`src/rtl/shuffle_select_if.sv`:
```
// Pick-request / pick-result bundle between the shuffle picker and its surroundings.
// The master side supplies LFSR words and requests; the slave side returns picks.
interface shuffle_select_if #(
    parameter int RAND_W = 14,
    parameter int IDX_W  = 6
);
    logic [RAND_W-1:0] rand_in;
    logic [IDX_W-1:0]  num_tracks;
    logic              req;
    logic              busy;
    logic [IDX_W-1:0]  idx;
    logic              idx_valid;
    logic              idx_ack;
    logic              err;

    modport master (
        output rand_in, num_tracks, req, idx_ack,
        input  busy, idx, idx_valid, err
    );

    modport slave (
        input  rand_in, num_tracks, req, idx_ack,
        output busy, idx, idx_valid, err
    );
endinterface

```
`src/rtl/shuffle_select.sv`:
```
// Shuffle track picker: mask-and-reject sampling of LFSR words into [0, num_tracks-1],
// optional no-immediate-repeat rule, bounded retries with a deterministic fallback.
module shuffle_select #(
    parameter int RAND_W    = 14,
    parameter int IDX_W     = 6,
    parameter int MAX_TRIES = 16,
    parameter int NO_REPEAT = 1
) (
    input logic              FPGA_CLK1_50,
    input logic              rst_n,
    shuffle_select_if.slave  bus
);
    localparam int CNT_W = $clog2(MAX_TRIES);
    localparam logic [CNT_W-1:0] LAST_TRY = CNT_W'(MAX_TRIES - 1);

    if (RAND_W < IDX_W || MAX_TRIES < 2) begin : g_bad_params
        $error("shuffle_select: RAND_W must be >= IDX_W and MAX_TRIES >= 2");
    end

    typedef enum logic [1:0] {
        IDLE = 2'd0,
        DRAW = 2'd1,
        HOLD = 2'd2
    } state_t;

    state_t           state;
    logic [IDX_W-1:0] n_lat;
    logic [IDX_W-1:0] mask;
    logic [CNT_W-1:0] try_cnt;
    logic [IDX_W-1:0] last;
    logic             has_last;
    logic [IDX_W-1:0] idx_q;
    logic             idx_valid_q;
    logic             busy_q;
    logic             err_q;

    logic [IDX_W-1:0] n_minus1;
    logic [IDX_W-1:0] mask_next;
    logic [IDX_W-1:0] cand;
    logic             cand_ok;
    logic [IDX_W:0]   last_inc;
    logic [IDX_W-1:0] fallback;
    logic [IDX_W-1:0] pick;

    // Smearing n-1 rightwards yields the smallest all-ones mask covering every legal index.
    // NOTE: every always_comb output gets a default first so no path can infer a latch.
    always_comb begin
        n_minus1  = bus.num_tracks - IDX_W'(1);
        mask_next = n_minus1;
        for (int i = 1; i < IDX_W; i++) begin
            mask_next = mask_next | (n_minus1 >> i);
        end
    end

    always_comb begin
        cand     = bus.rand_in[IDX_W-1:0] & mask;
        cand_ok  = (cand < n_lat) &&
                   ((NO_REPEAT == 0) || (n_lat == IDX_W'(1)) || !has_last || (cand != last));
        // Widened increment so last+1 cannot wrap before the range test against n_lat.
        last_inc = has_last ? ({1'b0, last} + (IDX_W + 1)'(1)) : '0;
        fallback = (last_inc >= {1'b0, n_lat}) ? '0 : last_inc[IDX_W-1:0];
        pick     = cand_ok ? cand : fallback;
    end

    // NOTE: state registers use non-blocking assignments so every flop sees pre-edge values.
    always_ff @(posedge FPGA_CLK1_50 or negedge rst_n) begin
        if (!rst_n) begin
            state       <= IDLE;
            n_lat       <= '0;
            mask        <= '0;
            try_cnt     <= '0;
            last        <= '0;
            has_last    <= 1'b0;
            idx_q       <= '0;
            idx_valid_q <= 1'b0;
            busy_q      <= 1'b0;
            err_q       <= 1'b0;
        end else begin
            err_q <= 1'b0;
            case (state)
                IDLE: begin
                    if (bus.req) begin
                        if (bus.num_tracks != '0) begin
                            n_lat   <= bus.num_tracks;
                            mask    <= mask_next;
                            try_cnt <= '0;
                            busy_q  <= 1'b1;
                            state   <= DRAW;
                        end else begin
                            err_q <= 1'b1;
                        end
                    end
                end
                DRAW: begin
                    // The last permitted reject takes the fallback instead of drawing again.
                    if (cand_ok || try_cnt == LAST_TRY) begin
                        idx_q       <= pick;
                        last        <= pick;
                        has_last    <= 1'b1;
                        idx_valid_q <= 1'b1;
                        state       <= HOLD;
                    end else begin
                        try_cnt <= try_cnt + CNT_W'(1);
                    end
                end
                HOLD: begin
                    if (bus.idx_ack) begin
                        idx_valid_q <= 1'b0;
                        busy_q      <= 1'b0;
                        state       <= IDLE;
                    end
                end
                default: state <= IDLE;
            endcase
        end
    end

    assign bus.idx       = idx_q;
    assign bus.idx_valid = idx_valid_q;
    assign bus.busy      = busy_q;
    assign bus.err       = err_q;
endmodule

```
`src/flat_wrapper.sv`:
```
// flat-port wrapper written by rule: the top's interface ports become plain ports
module shuffle_select_flat 
#(
    parameter int RAND_W    = 14,
    parameter int IDX_W     = 6,
    parameter int MAX_TRIES = 16,
    parameter int NO_REPEAT = 1
)
  (FPGA_CLK1_50, rst_n, bus_rand_in, bus_num_tracks, bus_req, bus_idx_ack, bus_busy, bus_idx, bus_idx_valid, bus_err);
  shuffle_select_if #(.RAND_W(RAND_W), .IDX_W(IDX_W)) bus_i ();
  input logic FPGA_CLK1_50;
  input logic rst_n;
  input wire logic [$bits(bus_i.rand_in)-1:0] bus_rand_in;
  input wire logic [$bits(bus_i.num_tracks)-1:0] bus_num_tracks;
  input wire logic [$bits(bus_i.req)-1:0] bus_req;
  input wire logic [$bits(bus_i.idx_ack)-1:0] bus_idx_ack;
  output wire logic [$bits(bus_i.busy)-1:0] bus_busy;
  output wire logic [$bits(bus_i.idx)-1:0] bus_idx;
  output wire logic [$bits(bus_i.idx_valid)-1:0] bus_idx_valid;
  output wire logic [$bits(bus_i.err)-1:0] bus_err;
  assign bus_i.rand_in = bus_rand_in;
  assign bus_i.num_tracks = bus_num_tracks;
  assign bus_i.req = bus_req;
  assign bus_i.idx_ack = bus_idx_ack;
  assign bus_busy = bus_i.busy;
  assign bus_idx = bus_i.idx;
  assign bus_idx_valid = bus_i.idx_valid;
  assign bus_err = bus_i.err;
  shuffle_select #(.RAND_W(RAND_W), .IDX_W(IDX_W), .MAX_TRIES(MAX_TRIES), .NO_REPEAT(NO_REPEAT)) u_core (.FPGA_CLK1_50(FPGA_CLK1_50), .rst_n(rst_n), .bus(bus_i));
endmodule
```
`config.mk`:
```
export PLATFORM = sky130hd
export DESIGN_NAME = shuffle_select_flat
export DESIGN_NICKNAME = d
export VERILOG_FILES = /design/src/rtl/shuffle_select_if.sv /design/src/rtl/shuffle_select.sv /design/src/flat_wrapper.sv
export SDC_FILE = /design/constraint.sdc
export NUM_CORES = 1
export LEC_CHECK = 0
export BUFFER_PORTS_ARGS = -buffer_cell sky130_fd_sc_hd__buf_2
export CELL_PAD_IN_SITES_DETAIL_PLACEMENT = 2
export CELL_PAD_IN_SITES_GLOBAL_PLACEMENT = 2
export CORE_ASPECT_RATIO = 1.4
export CORE_MARGIN = 3
export CORE_UTILIZATION = 30
export DETAILED_ROUTE_END_ITERATION = 10
export GPL_TIMING_DRIVEN = 0
export HOLD_SLACK_MARGIN = 0.15
export PLACE_DENSITY = 0.73
export SKIP_CTS_REPAIR_TIMING = 1
export SLEW_MARGIN = 20
export SYNTH_ARGS = -nofsm -noshare
export SYNTH_HDL_FRONTEND = slang
export SYNTH_SLANG_ARGS = --single-unit
```
`constraint.sdc`:
```
create_clock -name FPGA_CLK1_50 -period 2.3 [get_ports FPGA_CLK1_50]
set_clock_uncertainty 0.1 [all_clocks]
set_input_delay 0.23 -clock FPGA_CLK1_50 [delete_from_list [all_inputs] [get_ports FPGA_CLK1_50]]
set_output_delay 0.23 -clock FPGA_CLK1_50 [all_outputs]
set_load 0.01 [all_outputs]
```
### Word level (Yosys, flattened, before mapping)

Cells that the tools add are included.

* output and inout bits: 9
* word-level logic and storage cells: 67
* ROM bits: 0
* RAM bits: 0
* register bits after elaboration: 28
* memories kept: 0
* bits in latches: 0

* add/sub/neg operators: 3
* mux-type cells: 21
* reduce and logical (&&, ||, !) cells: 16
* equal/unequal tests: 10
* shift-type cells: 0
* divide/modulo/power cells: 0
* $mul: 0
* bitwise operators: 6
* order comparisons: 2

Operator list (number)
* 2-to-1 mux 4 bit: 3
* 2-to-1 mux 6 bit: 2
* AND reduction 4 bit: 3
* 2-to-1 mux 2 bit: 4
* case mux 4 bit (2 select lines): 1
* adder 6 x 1 -> 7 bit (second input constant): 1
* greater-or-equal comparator 7 x 6 -> 1 bit: 1
* 2-to-1 mux 1 bit: 7
* 2-to-1 mux 7 bit: 1
* bitwise AND 6 bit: 1
* == test 6 x 1 -> 1 bit (second input constant): 1
* less-than comparator 6 bit: 1
* != test 2 bit (second input constant): 3
* != test 6 bit: 1
* OR 6 x 1 -> 6 bit: 1
* OR 6 x 2 -> 6 bit: 1
* OR 6 x 3 -> 6 bit: 1
* OR 6 x 4 -> 6 bit: 1
* OR 6 x 5 -> 6 bit: 1
* case mux 2 bit (3 select lines): 1
* AND reduction 3 bit: 2
* nonzero test 2 bit: 3
* nonzero test 6 bit: 1
* subtractor 6 x 1 -> 6 bit (second input constant): 1
* 11 further kinds: 15

### Logic depth before layout (Yosys ltp)

Gate-level depths: netlist of run 1.

* word-level depth: 7
* mapped depth: 11
* depth with buffers taken out: 11

### Worst setup path before layout of run 1

Ideal clock, no wire load.

* path type: flip-flop to flip-flop
* start: register u_core.last[2]
* end: register u_core.last[5]
* period minus slack after synthesis: 2.440 ns
* cell stages (with the launch flop): 12
* setup time: 0.087 ns
* required time: 2.113 ns
* setup slack: -0.140 ns
* arrival time: 2.254 ns
* path through: dfrtp_1 -> clkbuf_2 -> nand3_1 -> or3_1 -> a21boi_0 -> ha_1 -> a21oi_1 -> o211a_1 -> o31ai_1 -> nor2_1 -> nand3_1 -> o211ai_1

* cells in the longest elaborated chain, start to end: 5

RTL lines
* start, declared: RTL line shuffle_select.sv:30 `logic [IDX_W-1:0] last;`
* start signal, assigned: RTL line shuffle_select.sv:98 `last <= pick;`
* adder 6 x 1 -> 7 bit / != test 6 bit (equally long branches): RTL line shuffle_select.sv:60, shuffle_select.sv:58
* 2-to-1 mux 7 bit / logical OR 1 bit (equally long branches): RTL line shuffle_select.sv:60, shuffle_select.sv:58
* greater-or-equal comparator 7 x 6 -> 1 bit / logical AND 1 bit (equally long branches): RTL line shuffle_select.sv:61, shuffle_select.sv:57
* 2-to-1 mux 6 bit / logical OR 1 bit (equally long branches): RTL line shuffle_select.sv:61, shuffle_select.sv:96
* 2-to-1 mux 6 bit / AND reduction 2 bit (equally long branches)

Several ways; a longest one is shown, not always the timed one.
A chain may end at the register's enable or synchronous reset.

### Worst setup path after layout of run 1

* start: register u_core.last[1]
* end: register u_core.last[0]

Same word-level chain as after synthesis.

==> run metrics, run 1 <==
outcome finished, violations left; violated checks negative setup slack; via total after detailed routing 1616; filler cell count in the final layout between 600 and 700; LEAKAGE 0.00103 µW; Clock Power Share a little under a tenth; combinational family with the most area after synthesis simple AND/OR/NAND/NOR gates; post-synthesis to final-layout area growth 26.0%; full die area just over 7000 µm²; Worst IR Drop VDD 0.000338 V; highest-count cells in the layout ignoring fill and taps sky130_fd_sc_hd__buf_2, sky130_fd_sc_hd__dfrtp_1, sky130_fd_sc_hd__nand2_1; Die Height a little under 100 µm; path type of the worst setup path flop to flop; worst hold path stage count 3; logic depth of the worst register-to-register path 9; number of hold-slack violations in the final timing report 0; netlist area before placement roughly 1800 µm²; dominant delay contributor by cell family on the critical path compound AO/OA/AOI/OAI gates; post-synthesis cell count a little over 200; count of nets left with antenna violations after detail routing 0; cell with the biggest individual delay on the critical path sky130_fd_sc_hd__dfrtp_2; DRC violation count after routing 0; final total negative setup slack -0.472 ns; clock tree root driver cell sky130_fd_sc_hd__clkbuf_8; proportion of layout cells with a drive suffix above 1 between 20% and 30%; most common cell after layout, fill and taps aside sky130_fd_sc_hd__buf_2; Longest Clk Path Bufs 2; first-pass GRT wire length 8.91 mm; diode insertion count for antenna repair 0; # rows 32; Worst Hold Path EP u_core.n_lat[4]; pin count of the biggest net entering global routing 29; detailed placer's ending HPWL slightly below 4 mm; measured slew at the worst slew-check pin 0.671 ns; fraction of power spent switching nets 45.2%; async set-reset flop share out of synthesis 100%; die outline width around 70 µm; Worst R2R End u_core.last[0]; simple logic cell fraction of the synthesized area between 20 and 25%; routed wire length ~5.4 mm; gr ovfl total 0; number of failing setup endpoints in the final timing report 6; gpl congestion between 0.7 and 0.8; Final Critical Period between 2 and 2.5 ns; port bufs 24; cell breakdown of the critical path ha_4 > xor2_1 > and2_1 > ha_2 > o21a_1 > nor2_1 > o31ai_4 > nor4b_2 > a311o_1; fraction of synthesized cell area in xor and xnor cells under 10%; starting density of the core 32.0%; complex-gate fraction of the synthesized area 17.8%; Skew-Pair Late Insertion Delay ~0.28 ns; worst path arrival time 2.50 ns; clk sinks 28; post-layout net count 280; min-delay src bus_num_tracks[4]; count of state elements after synthesis 28; synthesized-area fraction occupied by adder cells 10.3%; clock-pin transition on the worst setup and hold timing paths 0.10 ns; crit share post-route 106%; number of flops mapped to enable cells by yosys 0; Gate power share between 60% and 70%; most instantiated flip-flop cell in the synthesis netlist sky130_fd_sc_hd__dfrtp_1; TritonCTS clock tree yes; worst reg2reg path startpoint u_core.last[1]; Syn. warnings 0; worst hold margin around 0.12 ns; total power density per cell area between 1000 and 1500 nW/µm²; Worst Path Max Fanout 4; path category of the worst min-delay check primary input to flop; Net Count, Synth 241; endpoint kind of the worst setup timing path flop; routed wire length per instance ~17 µm; count of buffering cells on the critical path with inverters included 0; global routing usage summed across all routing layers 15.7%; post-detailed-placement cell area roughly 2000 µm²; number of H-tree levels 1; Switch Pwr around 1300 µW; area taken by multi-input logic gates around 1200 µm²; violation count after the first detailed-routing iteration 86; required time of the critical path between 2 and 2.5 ns; initial antenna violation count 0; Unique masters post-synth 46; number of max-cap violations 0; crit path setup slack, layout -0.134 ns; number of buffers created by CTS 3; sequential power share ~29%; number of primary I/O pins 33; cell-internal power between 1500 and 2000 µW; sequential area share after synthesis 38.6%; vias in the first global route approximately 1.8k; delay of the slowest cell on the worst path roughly 0.48 ns; Avg Synthesized Cell Area between 8 and 9 µm²; area of all sequential standard cells 706 µm²; Max Clk Rate about 0.41 GHz; CP startpoint kind flop; finished layout cell area 2290 µm²; RSZ-0062 raised after global routing yes; Design Power 2880 µW; worst relative slew slack between 50% and 60%; vias per cell around 5.3; r2r setup slk -0.13 ns; area of the core region around 5700 µm²; mux cell area share after synthesis about 2.4%; number of max-slew violations in the final report 0; TritonRoute pass-1 iters 4
[cell families after synthesis]
group                    count (synthesis)
flip-flops                              28
buffers and inverters                   21
AND/OR/NAND/NOR                         77
adder cells (fa/ha/maj)                 15
multiplexers                             4
AO/OA/AOI/OAI                           46
XOR/XNOR                                11
[power groups by stage]
stage               combinational [µW]  clock, µW  sequential (µW)
finish                            1770        278              838
global route                      1990        308              874
CTS                               1380        289              824
detailed placement                1350          0              834
global placement                  1300          0              828
floorplan                          937          0              823
[metal layers]
metal	global-route usage (%)	routed length [µm]
met4	3.91	99
met2	29.9	2940
met5	0	0
met3	0.927	83
met1	18.5	2240
[cell usage after synthesis, drive strengths merged (4+ instances only)]
| cell | instances | share of area (%) |
|---|---|---|
| a21oi | 9 | 2.5 |
| and2 | 4 | 1.4 |
| dfrtp | 28 | 39 |
| ha | 15 | 10 |
| inv | 16 | 3.3 |
| nand2 | 24 | 5.1 |
| nand3 | 12 | 3.3 |
| nor2 | 18 | 3.7 |
| o211ai | 11 | 5.3 |
| o21ai | 9 | 2.5 |
| xor2 | 8 | 3.9 |
[metrics by stage]
| step | setup slack [ns] | std cells | util (%) |
|---|---|---|---|
| 2_1_floorplan | 0.0201 | 202 | - |
| 3_3_place_gp | -0.346 | 294 | 35.8 |
| 3_5_place_dp | -0.380 | 294 | 35.8 |
| 4_1_cts | -0.407 | 297 | 36.5 |
| 5_1_grt | -0.211 | 307 | 40.3 |
| 6_report | -0.134 | 307 | 40.3 |
[flip-flops by register name, indices dropped and copies added (netlist names)]
register	flops
u_core.mask	6
u_core.bus.idx_valid	1
u_core.n_lat	6
u_core.has_last	1
u_core.state	2
u_core.bus.busy	1
u_core.last	6
u_core.bus.err	1
u_core.try_cnt	4
[worst register-to-register path: cells and delay by family, from the launching register on]
kind	cells	cell delay (ns)
XOR/XNOR	1	0.15
AO/OA/AOI/OAI	3	0.74
AND/OR/NAND/NOR	3	0.33
flip-flops	1	0.48
adder cells (fa/ha/maj)	2	0.52
[how the worst max path moves through the flow]
| stage | start | slack [ns] | depth (start not counted) | endpoint |
|---|---|---|---|---|
| 2_1_floorplan | u_core.last[0] | 0.02 | 9 | u_core.last[0] |
| 6_report | u_core.last[1] | -0.13 | 9 | u_core.last[0] |
| 4_1_cts | u_core.last[0] | -0.41 | 9 | u_core.last[5] |
| 5_1_grt | u_core.last[2] | -0.21 | 11 | u_core.last[5] |
| 3_3_place_gp | u_core.last[0] | -0.35 | 9 | u_core.last[1] |
| 3_5_place_dp | u_core.last[0] | -0.38 | 9 | u_core.last[5] |
[area by class of cell]
type	count	share of cell area, %
sequential	28	30.8
timing repair buffer	34	8.75
inverter	16	2.62
multi-input combinational	153	50.4
tap	68	3.72
buffer	5	1.86
clock buffer	3	1.80
Power figures use the tool's default switching activity.
==> inputs of run 2 (changes only) <==
CORE_MARGIN = 4   (was 3)
==> run 2 against run 1 <==
  * The flow still finishes with violations (negative setup slack)
  * Worst hold slack better by 0.0051 ns
  * Final cell count up 0.98%
  * Clock power up 5%
  * Non-clock buffer count up 1
  * Setup slack better by 0.034 ns
  * Highest routed layer unchanged
==> run metrics, run 2 (same netlist as run 1, synthesis figures left out) <==
outcome finished, violations left; violated checks negative setup slack; cell breakdown of the critical path buf_8 > nand3_4 > or3_4 > a21boi_4 > ha_4 > a21oi_2 > o211a_1 > o31ai_4 > nor2_4 > nand3_2 > o211ai_1; path type of the worst setup path flop to flop; total power density per cell area between 1000 and 1500 nW/µm²; Worst Path Max Fanout 5; detailed placer's ending HPWL just under 4 mm; via total after detailed routing 1636; finished layout cell area about 2300 µm²; LEAKAGE roughly 0.0010 µW; TritonCTS clock tree yes; first-pass GRT wire length ~8.4 mm; path category of the worst min-delay check primary input to flop; endpoint kind of the worst setup timing path flop; worst hold margin around 0.13 ns; full die area 7380 µm²; Max Clk Rate 0.417 GHz; Longest Clk Path Bufs 2; port bufs 24; measured slew at the worst slew-check pin around 0.65 ns; clock-pin transition on the worst setup and hold timing paths between 0.1 and 0.15 ns; worst path arrival time around 2.5 ns; Regs by FF count u_core.last: 6 flops, u_core.mask: 6 flops, u_core.n_lat: 6 flops; pin count of the biggest net entering global routing 29; count of nets left with antenna violations after detail routing 0; vias per cell around 5.3; initial antenna violation count 0; global routing usage summed across all routing layers between 10% and 20%; number of hold-slack violations in the final timing report 0; diode insertion count for antenna repair 0; post-detailed-placement cell area 2040 µm²; routed wire length ~5.5 mm; number of H-tree levels 1; most common cell after layout, fill and taps aside sky130_fd_sc_hd__buf_2; post-layout net count 281; number of buffers created by CTS 3; final total negative setup slack -0.513 ns; non-filler instance count after layout 310; number of failing setup endpoints in the final timing report 6; crit path setup slack, layout -0.100 ns; Die Height between 100 and 150 µm; required time of the critical path 2.39 ns; gr ovfl total 0; RSZ-0062 raised after global routing yes; Post-Place Cells approximately 300; post-layout utilization of the core about two fifths; Worst IR Drop VDD 0.000294 V; worst relative slew slack between 50% and 60%; proportion of layout cells with a drive suffix above 1 between 20% and 30%; delay of the slowest cell on the worst path about 0.4 ns; number of max-slew violations in the final report 0; DRC violation count after routing 0; Final Critical Period around 2.4 ns; Skew-Pair Late Insertion Delay slightly below 0.3 ns; TritonRoute pass-1 iters 4; routed wire length per instance approximately 18 µm; crit share post-route 104%; post-synthesis to final-layout area growth 27.3%; starting density of the core 31.0%; violation count after the first detailed-routing iteration 43; clock tree root driver cell sky130_fd_sc_hd__clkbuf_8; filler cell count in the final layout between 600 and 700; highest-count cells in the layout ignoring fill and taps sky130_fd_sc_hd__buf_2, sky130_fd_sc_hd__dfrtp_1, sky130_fd_sc_hd__nand2_1; # rows 33; CP startpoint kind flop; number of max-cap violations 0; clk sinks 28; area of the core region between 5000 and 6000 µm²; cell with the biggest individual delay on the critical path sky130_fd_sc_hd__dfrtp_1; number of primary I/O pins 33; vias in the first global route about 1.7k; die outline width about 74 µm; gpl congestion just under 0.8
-- run 2: layout make-up --
class	count	area, µm²	share of cell area [%]
buffer	5	42.5	1.84
clock buffer	3	41.3	1.79
inverter	16	60.1	2.60
multi-input combinational	153	1160	50.2
sequential	28	706	30.5
tap	70	87.6	3.79
timing repair buffer	35	214	9.25
-- run 2: per-layer routing --
layer | routed length (µm) | share of wire (%) | GRT usage [%]
met1 | 2200 | 40 | 17.4
met2 | 3100 | 57 | 27.9
met3 | 79 | 1.4 | 0.902
met4 | 89 | 1.6 | 4.18
met5 | 0 | 0 | 0
-- run 2: power breakdown --
part | switching [µW] | internal, µW
clock | 173 | 118
combinational | 986 | 792
sequential | 163 | 670
total | 1320 | 1580
-- run 2: path summary, 6_finish.rpt --
kind	startpoint	slack (ns)	cells after the start	endpoint
max in group asynchronous	rst_n	1.23	2	u_core.last[4]
min	bus_num_tracks[1]	0.13	3	u_core.n_lat[1]
max reg2reg	u_core.last[2]	-0.10	11	u_core.last[4]
min in group asynchronous	rst_n	0.40	2	u_core.mask[2]
max	u_core.last[2]	-0.10	11	u_core.last[4]
min reg2reg	u_core.mask[4]	0.42	2	u_core.mask[4]
-- run 2: metrics by stage --
step                      worst slack, ns  total power (µW)
after floorplan                    0.0201              1760
after detailed placement           -0.443              2180
after global placement             -0.360              2130
after CTS                          -0.467              2500
final                              -0.100              2900
after global routing               -0.231              3160
-- run 2: critical path: cells and delay by family, from the launching register on --
family          cells  cell delay (ns)
simple gates        4             0.75
compound gates      5             0.72
flops               1             0.39
fa+ha+maj           1             0.23
buf+inv             1             0.12
==> inputs of run 3 (changes only) <==
CORE_ASPECT_RATIO = not set   (was 1.4)
==> run 3 against run 2 <==
  * The run still ends with negative setup slack left
  * Die area down 0.24%
  * Fmax down 2.0%
  * Worst hold slack better by 0.021 ns
  * Global-route usage up 1.8 points
  * Routed wire length up 7.5%
  * Register-to-register slack worse by 0.05 ns
  * Combinational power about the same
  * Clock-buffer cell count unchanged
  * Via count up 0.37%
==> run metrics, run 3 (same netlist as run 1, synthesis figures left out) <==
crit path setup slack, layout -0.148 ns; LEAKAGE 0.00104 µW; die outline width around 86 µm; area of the core region 5890 µm²; clk sinks 28; routed wire length per instance between 15 and 20 µm; Worst Hold Path EP u_core.bus.err; vias per cell 5.23; starting density of the core between 30% and 40%; clock tree root driver cell sky130_fd_sc_hd__clkbuf_8; worst path arrival time approximately 2.5 ns; number of buffers created by CTS 3; diode insertion count for antenna repair 0; highest-count cells in the layout ignoring fill and taps sky130_fd_sc_hd__buf_2, sky130_fd_sc_hd__dfrtp_1, sky130_fd_sc_hd__nand2_1; Max Clk Rate approximately 0.4 GHz; # rows 28; endpoint kind of the worst setup timing path flop; Skew-Pair Late Insertion Delay between 0.2 and 0.3 ns; proportion of layout cells with a drive suffix above 1 approximately 28%; min-delay src bus_req; worst reg2reg path startpoint u_core.last[0]; number of hold-slack violations in the final timing report 0; Longest Clk Path Bufs 2; port bufs 24; cell breakdown of the critical path buf_6 > nand3_4 > or3_4 > a21boi_4 > ha_4 > nand2_1 > o31ai_4 > nor4b_2 > a311o_1; routed wire length between 5 and 6 mm; r2r setup slk -0.15 ns; worst relative slew slack 54.7%; Worst IR Drop VDD slightly above 0.0004 V; vias in the first global route ~1.8k; DRC violation count after routing 0; number of primary I/O pins 33; pin count of the biggest net entering global routing 29; delay of the slowest cell on the worst path ~0.47 ns; measured slew at the worst slew-check pin 0.679 ns; Design Power around 2900 µW; RSZ-0062 raised after global routing yes; Die Height ~86 µm; violated checks negative setup slack; Worst R2R End u_core.last[0]; CP startpoint kind flop; gpl congestion 0.771; Worst Path Max Fanout 5; TritonCTS clock tree yes; worst hold path stage count 3; count of nets left with antenna violations after detail routing 0; most common cell after layout, fill and taps aside sky130_fd_sc_hd__buf_2; crit share post-route 106%; global routing usage summed across all routing layers ~17%; clock-pin transition on the worst setup and hold timing paths ~0.11 ns; post-layout utilization of the core between 30 and 40%; violation count after the first detailed-routing iteration 24; path type of the worst setup path flop to flop; total power density per cell area about 1300 nW/µm²; number of max-slew violations in the final report 0; full die area ~7400 µm²; Regs by FF count u_core.last: 6 flops, u_core.mask: 6 flops, u_core.n_lat: 6 flops; first-pass GRT wire length 9.54 mm; post-synthesis to final-layout area growth 27.5%; number of H-tree levels 1; number of max-cap violations 0; cell with the biggest individual delay on the critical path sky130_fd_sc_hd__dfrtp_2; initial antenna violation count 0; post-layout net count 280; number of failing setup endpoints in the final timing report 6; TritonRoute pass-1 iters 3; via total after detailed routing 1642; outcome finished, violations left; Final Critical Period 2.45 ns; path category of the worst min-delay check primary input to flop; detailed placer's ending HPWL about 4.3 mm; required time of the critical path 2.37 ns; gr ovfl total 0; logic depth of the worst register-to-register path 9
[run 3: cell types whose count changed in the layout (fill, tap and decap cells not counted), sizes merged]
cell and change:
buf -1, clkbuf +1, dlygate4sd3 -1
[run 3: routing by layer]
metal | routed length (µm) | GRT usage [%] | up-vias
met4 | 57 | 4.32 | 0
met2 | 3090 | 28.5 | 13
li1 | - | - | 794
met1 | 2660 | 22.3 | 831
met5 | 0 | 0 | -
met3 | 77 | 1.44 | 4
[run 3: power breakdown]
part / total (µW) / leakage (µW) / internal [µW] / switching (µW)
Sequential: 842 / 0.000325 / 670 / 172
Combinational: 1780 / 0.000696 / 797 / 981
Clock: 279 / 0.0000216 / 118 / 162
Total: 2900 / 0.00104 / 1580 / 1310
[run 3: area by class of cell]
class	instances	area, µm²
fillers	664	3570
multi-input cells	153	1170
flip-flops and latches	28	706
repair buffers	34	204
well taps	75	93.8
inverters	16	60.1
clock buffers	3	41.3
plain buffers	5	41.3
[run 3: worst max-delay path: cells and delay by family, from the launching register on]
family | cells | cell delay [ns]
compound gates | 3 | 0.88
flops | 1 | 0.47
fa+ha+maj | 1 | 0.16
buf+inv | 1 | 0.13
simple gates | 4 | 0.61
[run 3: worst max path at each step]
stage / startpoint / endpoint / cells past startpoint
final: u_core.last[0] / u_core.last[0] / 9
after global routing: u_core.last[0] / u_core.last[5] / 11
after CTS: u_core.last[3] / u_core.last[3] / 10
after detailed placement: u_core.last[3] / u_core.last[3] / 10
after global placement: u_core.last[3] / u_core.last[3] / 10
after floorplan: u_core.last[0] / u_core.last[0] / 9
[run 3: per-stage QoR]
stage | setup slack, ns | instances | hold slack (ns) | area (µm²) | setup TNS, ns
after floorplan | 0.0201 | 202 | -0.166 | 1830 | 0
after global placement | -0.325 | 301 | 0.209 | 2040 | -1.72
after detailed placement | -0.432 | 301 | 0.212 | 2040 | -2.32
after CTS | -0.446 | 304 | -0.0994 | 2090 | -2.39
after global routing | -0.265 | 314 | 0.168 | 2320 | -1.55
final | -0.148 | 314 | 0.148 | 2320 | -0.751
